### config.mk
export PLATFORM = sky130hd
export DESIGN_NAME = turn_controller
export DESIGN_NICKNAME = d
export VERILOG_FILES = /design/src/rtl/turn_controller.sv
export SDC_FILE = /design/constraint.sdc
export NUM_CORES = 1
export LEC_CHECK = 0
export BUFFER_PORTS_ARGS = -buffer_cell sky130_fd_sc_hd__buf_2
export CAP_MARGIN = 25
export CORE_MARGIN = 2
export CORE_UTILIZATION = 55
export DETAILED_ROUTE_END_ITERATION = 16
export GPL_ROUTABILITY_DRIVEN = 0
export HOLD_SLACK_MARGIN = 0.06
export PLACE_DENSITY = 0.75
export SYNTH_ARGS = -nofsm -noshare
export SYNTH_HDL_FRONTEND = slang
export SYNTH_SLANG_ARGS = --single-unit
### constraint.sdc
create_clock -name CLK -period 3.55 [get_ports CLK]
set_clock_uncertainty 0.1 [all_clocks]
set_input_delay 0.355 -clock CLK [delete_from_list [all_inputs] [get_ports CLK]]
set_output_delay 0.355 -clock CLK [all_outputs]
set_load 0.005 [all_outputs]
### src/rtl/turn_controller.sv
// turn_controller: chess-clock game FSM turning buttons into per-player CE/IMPULSE strobes and move count.
// Optional button debounce is enabled with `define TURN_CONTROLLER_DEBOUNCE_EN (uses DEB_CYCLES).
module turn_controller #(
  parameter int TICK_DIV   = 100000000,
  parameter int DEB_CYCLES = 1000000
) (
  input  logic       CLK,
  input  logic       CLR,
  input  logic       START,
  input  logic       PAUSE,
  input  logic       BTN_A,
  input  logic       BTN_B,
  input  logic       TIMEOUT_A,
  input  logic       TIMEOUT_B,
  output logic       CE_A,
  output logic       CE_B,
  output logic       IMPULSE_A,
  output logic       IMPULSE_B,
  output logic [1:0] ACTIVE,
  output logic       GAME_OVER,
  output logic       LOSER,
  output logic [7:0] MOVE_CNT
);
  typedef enum logic [2:0] {IDLE, RUN_A, RUN_B, PAUSED, DONE} state_t;
  localparam logic [26:0] TC = 27'(TICK_DIV - 1);
  // button bit order: 0 START, 1 PAUSE, 2 BTN_A, 3 BTN_B
  logic [3:0] sync_q, prev_q, lvl, ev;
  always_ff @(posedge CLK) begin
    if (CLR) begin
      sync_q <= '0;
      prev_q <= '0;
    end else begin
      sync_q <= {BTN_B, BTN_A, PAUSE, START};
      prev_q <= lvl;
    end
  end
`ifdef TURN_CONTROLLER_DEBOUNCE_EN
  localparam int CW = (DEB_CYCLES > 1) ? $clog2(DEB_CYCLES) : 1;
  localparam logic [CW-1:0] DMAX = CW'(DEB_CYCLES - 1);
  logic [3:0][CW-1:0] cnt_q, cnt_d;
  always_comb begin
    cnt_d = '0;
    lvl = '0;
    for (int i = 0; i < 4; i++) begin
      cnt_d[i] = sync_q[i] ? cnt_q[i] + CW'(cnt_q[i] != DMAX) : '0;
      lvl[i] = sync_q[i] && cnt_q[i] == DMAX;
    end
  end
  always_ff @(posedge CLK) begin
    if (CLR) cnt_q <= '0;
    else cnt_q <= cnt_d;
  end
`else
  assign lvl = sync_q;
`endif
  assign ev = lvl & ~prev_q;
  state_t      state_q, state_d;
  logic        side_q, side_d, loser_q, loser_d;
  logic [7:0]  moves_q, moves_d;
  logic [26:0] presc_q, presc_d;
  logic        run_q, stay, enter;
  always_comb begin
    state_d = state_q;
    side_d = side_q;
    loser_d = loser_q;
    moves_d = moves_q;
    case (state_q)
      IDLE: if (ev[0]) state_d = RUN_A;
      RUN_A:
        if (TIMEOUT_A) begin
          state_d = DONE;
          loser_d = 1'b0;
        end else if (ev[1]) begin
          state_d = PAUSED;
          side_d = 1'b0;
        end else if (ev[2]) begin
          state_d = RUN_B;
          moves_d = moves_q + 8'(moves_q != 8'hff);
        end
      RUN_B:
        if (TIMEOUT_B) begin
          state_d = DONE;
          loser_d = 1'b1;
        end else if (ev[1]) begin
          state_d = PAUSED;
          side_d = 1'b1;
        end else if (ev[3]) begin
          state_d = RUN_A;
          moves_d = moves_q + 8'(moves_q != 8'hff);
        end
      PAUSED: if (ev[1]) state_d = side_q ? RUN_B : RUN_A;
      default: ;
    endcase
    run_q = state_q == RUN_A || state_q == RUN_B;
    stay = run_q && state_d == state_q;
    // resuming from PAUSED keeps the fractional second
    enter = (state_d == RUN_A || state_d == RUN_B) && state_d != state_q && state_q != PAUSED;
    presc_d = stay ? (presc_q == TC ? '0 : presc_q + 27'd1) : enter ? '0 : presc_q;
  end
  always_ff @(posedge CLK) begin
    if (CLR) begin
      state_q <= IDLE;
      side_q <= 1'b0;
      loser_q <= 1'b0;
      moves_q <= '0;
      presc_q <= '0;
    end else begin
      state_q <= state_d;
      side_q <= side_d;
      loser_q <= loser_d;
      moves_q <= moves_d;
      presc_q <= presc_d;
    end
  end
  assign CE_A = state_q == RUN_A;
  assign CE_B = state_q == RUN_B;
  assign IMPULSE_A = CE_A && state_d == RUN_A && presc_q == TC;
  assign IMPULSE_B = CE_B && state_d == RUN_B && presc_q == TC;
  assign ACTIVE = {state_q == RUN_B || state_q == PAUSED, state_q == RUN_A || state_q == PAUSED};
  assign GAME_OVER = state_q == DONE;
  assign LOSER = loser_q;
  assign MOVE_CNT = moves_q;
endmodule

# Word-level counts from Yosys, hierarchy flattened
# Index checks and enable logic that the tools add are counted.
# op_classes
add_sub_neg	2
multipliers	0
n_shift	0
n_reduce_logical	17
n_bitwise	2
n_lt_le_gt_ge	0
n_eq_ne	21
div	0
muxes	28
# ops
op	count
27-bit 2-to-1 mux	3
8-bit 2-to-1 mux	6
27-bit by 1-bit adder with 27-bit output, second input constant	1
27-bit == test, second input constant	1
3-bit 2-to-1 mux	8
8-bit case mux with 2 select lines	1
2-bit inequality test, second input constant	6
3-bit case mux with 4 select lines	1
3-bit by 2-bit == test with 1-bit output, second input constant	3
8-bit by 1-bit adder with 8-bit output	1
2-bit by 1-bit inequality test with 1-bit output, second input constant	4
8-bit inequality test, second input constant	1
1-bit logical AND	7
7-bit AND reduction	1
3-bit by 1-bit == test with 1-bit output, second input constant	2
1-bit 2-to-1 mux	6
5-bit AND reduction	1
4-bit AND	1
1-bit logical OR	4
4-bit inverter	1
1-bit case mux with 2 select lines	2
2-bit nonzero test	2
3-bit == test	1
3-bit == test, second input constant	1
5 further kinds	5
# word_totals
mem_bits_ro	0
ram_bits	0
regBits	48
latchBits	0
in_bits	8
mem_count	0

# Logic depth before layout (Yosys ltp)
# depth
word_depth	12
depth_mapped	8

# Worst setup path before layout
# OpenSTA, ideal clock, no wires.
# synth_path
path_type	register -> register
from	reg state_q[2]
to	reg presc_q[11]
synth_period_minus_slack_ns	2.491
t_arrival_ns	2.253
path_slack_ns	1.059
path_stages_with_launch	9
cell_sequence	dfxtp_1 buf_2 or3b_4 o32a_1 o211a_2 or4b_4 nand3b_4 buf_12 o221ai_2
# synth_between
elab_chain_cells	9
# synth_rtl
element	line_no	text
start, declared	57	state_t state_q, state_d;
start signal, assigned	108	state_q <= state_d;
3-bit 2-to-1 mux (on tied branches)	87, 76	
3-bit 2-to-1 mux (on tied branches)	84, 73	
3-bit 2-to-1 mux (on tied branches)	81, 70	
3-bit case mux with 4 select lines	67	case (state_q)
3-bit by 1-bit == test with 1-bit output / 3-bit by 2-bit == test with 1-bit output (equally long branches)	97	enter = (state_d == RUN_A || state_d == RUN_B) && state_d != state_q && state_q != PAUSED;
1-bit logical OR	97	
1-bit logical AND (2 in a row)	97	
2-bit nonzero test (no line)	-	
end signal, assigned	112	presc_q <= presc_d;
end, declared	60	logic [26:0] presc_q, presc_d;
# Parallel ways exist; a longest one is shown, timed or not.
# A chain may end at the register's enable or synchronous reset.

# Final worst setup path
# layout_path
from	reg presc_q[0]
to	out IMPULSE_A
# layout_between
elab_chain_cells	2
# layout_rtl
element	line_no	text
27-bit == test	117	assign IMPULSE_A = CE_A && state_d == RUN_A && presc_q == TC;
1-bit logical AND	117	
end, declared	17	output logic IMPULSE_A,
# Every way passes these cells.

==> metrics list <==
- Category of the worst setup path launch point: flip-flop
- Initial antenna violation count: 0
* 1st-iter DRT viols: 265
- In this run the most critical hold path is launched from BTN_B.
- The signal on the critical path passes through ha_1, nand4_1, or3_1, nor4_1, nand2_1, nor3_1, buf_2.
- Fraction of registers with async set or reset after synthesis: 0
* Number of vias in the routed layout: 2,322
- For this run, global-route usage on met2 was measured as 0.349.
- For the worst setup path, the data arrival time is 2400 ps.
* Unrepaired setup endpoints after global routing: false
- Detailed placement finished with a half-perimeter wire length of 3.56 mm.
- Max Fclk: 0.350 GHz
- Peak-usage layer in the global routing report: met2
* Net count reported at finish: 354
- Timing startpoint of the critical path: presc_q[0]
- The die is 73.1 um wide.
* CP Data Required Time: 3090 ps
- The number of gates resized after CTS was 0.
- Final std cell area, no fill: 0.00290 mm^2
* Delay contributed by the slowest stage of the critical path: 440 ps
- Syn_nets: 334
* Primary flip-flop cell chosen by synthesis mapping: dfxtp_1
* Residual antenna-violating net count after detailed routing: 0
- Deepest level of the CTS H-tree: 2
- The design draws 1.16 mW.
* Result of the run: completed
* Die Footprint: 0.00535 mm^2
* Worst min path class: in -> reg
- Reported max-cap violation count: 0
* Cell area after placement: 0.00277 mm^2
* Post-cts hold buffer count: 0
* Final Setup Violations: 0
- DRT Pass-1 Iters: 4
- Worst skew pair latency: 310 ps
- After clock tree synthesis, the clock-pin slew on the worst setup and hold paths is 90 ps.
- Clock tree from TritonCTS: done
* IR Drop Worst-Case VDD: 239 uV
- The worst setup path is of the reg -> out kind.
* Synthesized instance count: 323
* Slew Viols, Final: 0
- Antenna Diode Count: 0
- Clock sink count: 48
- Post-CTS Setup Inserts: 0
* Detail-routed via count per cell: 5.83
- Among all stages on the critical path, the largest delay is contributed by or3_1.
* Total clock buffers created by CTS: 5
* Layout Area Growth over Synthesis: 10.5%
* Mean instance size in the synthesized netlist: 8.14 um^2
- Yosys mapped a number of flops with a built-in enable equal to 0.
* Part of the cycle the worst path needs: 0.804
* Relative max-transition margin: 0.579
* Total grt overflow: 0
* Maximum number of pins on one net before global-route repair: 28
* Number of remaining DRC errors: 0
- Part of the Yosys area used for sequential elements: 0.366
* Seq cells post-synth: 48
* Chip Height: 73.1 um
- The final hold violation count is 0.
- Kind of end point of the critical path: primary output
- The Yosys step of the flow raised 0 warnings.
* Row count: 25
- Power density cells: 401 mW/mm^2
- Netlist area before placement: 0.00263 mm^2
- Reg-to-reg critical path startpoint: presc_q[0]
* Wire length after detailed routing: 5.35 mm
- Setup TNS: 0 ps
- Share of cells above drive strength 1: 0.154
* Vias in the first global route: 2,011
* GRT Overall Usage: 0.214
- Filler Cell Count: 393
- For the pin with the worst max-slew slack, the measured transition is 626 ps.
- Port bufs: 23
- Met1 Track Usage GR: 0.283
* Minimum clock period: 2850 ps
* Buffer levels on the longest clock path: 2
- Area of the placeable core: 0.00466 mm^2
* Buffer cell driving the clock tree root: clkbuf_8
- Netlist cell types: 49
- In this run the count of I/O pins placed on the die edge is 24.
- Wire length of the first global-routing pass: 9.03 mm
* Leak pwr: 1.03 nW
* Initial standard-cell utilization of the core: 0.564
- Global routing met3 resource utilization: 0.0456
- After detailed routing, the average wire length per cell comes to 13.4 um.
* Critical Path Fanout Max: 4
## critical path, delay by kind of cell, from the launching register on
| kind | cells | cell delay (ps) |
|---|---|---|
| adder cells (fa/ha/maj) | 1 | 230 |
| buffers and inverters | 1 | 150 |
| flip-flops | 1 | 410 |
| AND/OR/NAND/NOR | 5 | 1310 |
## area by class of cell
cell class              instances  area (um^2)  area share
clock inverters                 3         68.8      0.0237
well taps                      54         67.6      0.0233
inverters                      30          113      0.0388
flip-flops and latches         48          961       0.331
clock buffers                   5         68.8      0.0237
repair buffers                 28          153      0.0526
multi-input cells             230         1470       0.507
## kinds of logic after synthesis
kind of cell / Yosys count / synth area share
compound gates: 54 / 0.173
xor+xnor: 10 / 0.0333
simple gates: 158 / 0.321
flops: 48 / 0.366
mux: 5 / 0.0190
buf+inv: 45 / 0.0743
fa+ha+maj: 3 / 0.0143
## worst paths after layout
path	endpoint	slack, ps	depth (start not counted)
max reg2reg	presc_q[25]	710	9
max	IMPULSE_A	700	7
min reg2reg	prev_q[0]	370	1
min	lvl[3]	150	2
## metal layers
metal	wire length, um	share of wire
met5	0	0
met1	2530	0.47
met3	266	0.050
met2	2500	0.47
met4	55	0.010
## flip-flops by register name, summed over array words and instances, names as in the netlist
register and flops:
presc_q 27, state_q 3, MOVE_CNT 8, prev_q 4
LOSER 1, side_q 1, lvl 4
## cell usage in the layout, fill, tap and decap left out, types with 4 or more instances in the layout
cell type and n:
o221ai_2 9, nand4_1 18, mux2i_1 5, and3_1 4, o221ai_1 7, nor2_1 36, nor2b_1 14, a21oi_1 6
buf_2 23, buf_4 5, nand3_1 22, xnor2_1 5, clkbuf_8 5, o22ai_1 6, dfxtp_1 48, o21ai_0 5
nand2_1 26, o211ai_1 5, xor2_1 5, nand2b_1 6, nor3_1 12, inv_1 30
## through the flow
step / hold WS (ps) / setup slack, ps / util / cells
finish: 151 / 697 / 0.623 / 398
global route: 144 / 536 / 0.623 / 398
CTS: 144 / 693 / 0.623 / 398
detailed placement: 354 / 769 / 0.594 / 390
global placement: 348 / 772 / 0.594 / 390
floorplan: 327 / 1060 / - / 323
## report_power, final
| group | switching [mW] | internal (mW) |
|---|---|---|
| Sequential | 0.0128 | 0.547 |
| Clock | 0.192 | 0.283 |
| Combinational | 0.0856 | 0.0430 |
## Yosys cell counts (2+ instances only)
cell type | count | area share
o2111ai_1 | 2 | 0.0067
a31oi_1 | 2 | 0.0048
o221ai_2 | 9 | 0.051
nand4_1 | 18 | 0.043
and3_1 | 4 | 0.0095
nor4b_1 | 2 | 0.0067
nand2_1 | 26 | 0.037
or4b_4 | 2 | 0.010
a21o_1 | 2 | 0.0057
o21ai_0 | 5 | 0.0095
or3_1 | 3 | 0.0071
nand3_1 | 22 | 0.042
xor2_1 | 5 | 0.017
o22ai_1 | 6 | 0.014
o221ai_1 | 7 | 0.023
nor2b_1 | 14 | 0.033
inv_1 | 30 | 0.043
a21oi_1 | 6 | 0.011
buf_1 | 2 | 0.0029
o21ai_1 | 3 | 0.0057
nand2b_1 | 6 | 0.014
dfxtp_1 | 48 | 0.37
xnor2_1 | 5 | 0.017
and2_1 | 3 | 0.0071
o211ai_1 | 5 | 0.014
nor2_1 | 36 | 0.051
clkbuf_1 | 9 | 0.013
ha_1 | 3 | 0.014
buf_2 | 2 | 0.0038
nor3_1 | 12 | 0.023
mux2i_1 | 5 | 0.019
nor4_1 | 2 | 0.0048
Power figures use the tool's default switching activity.
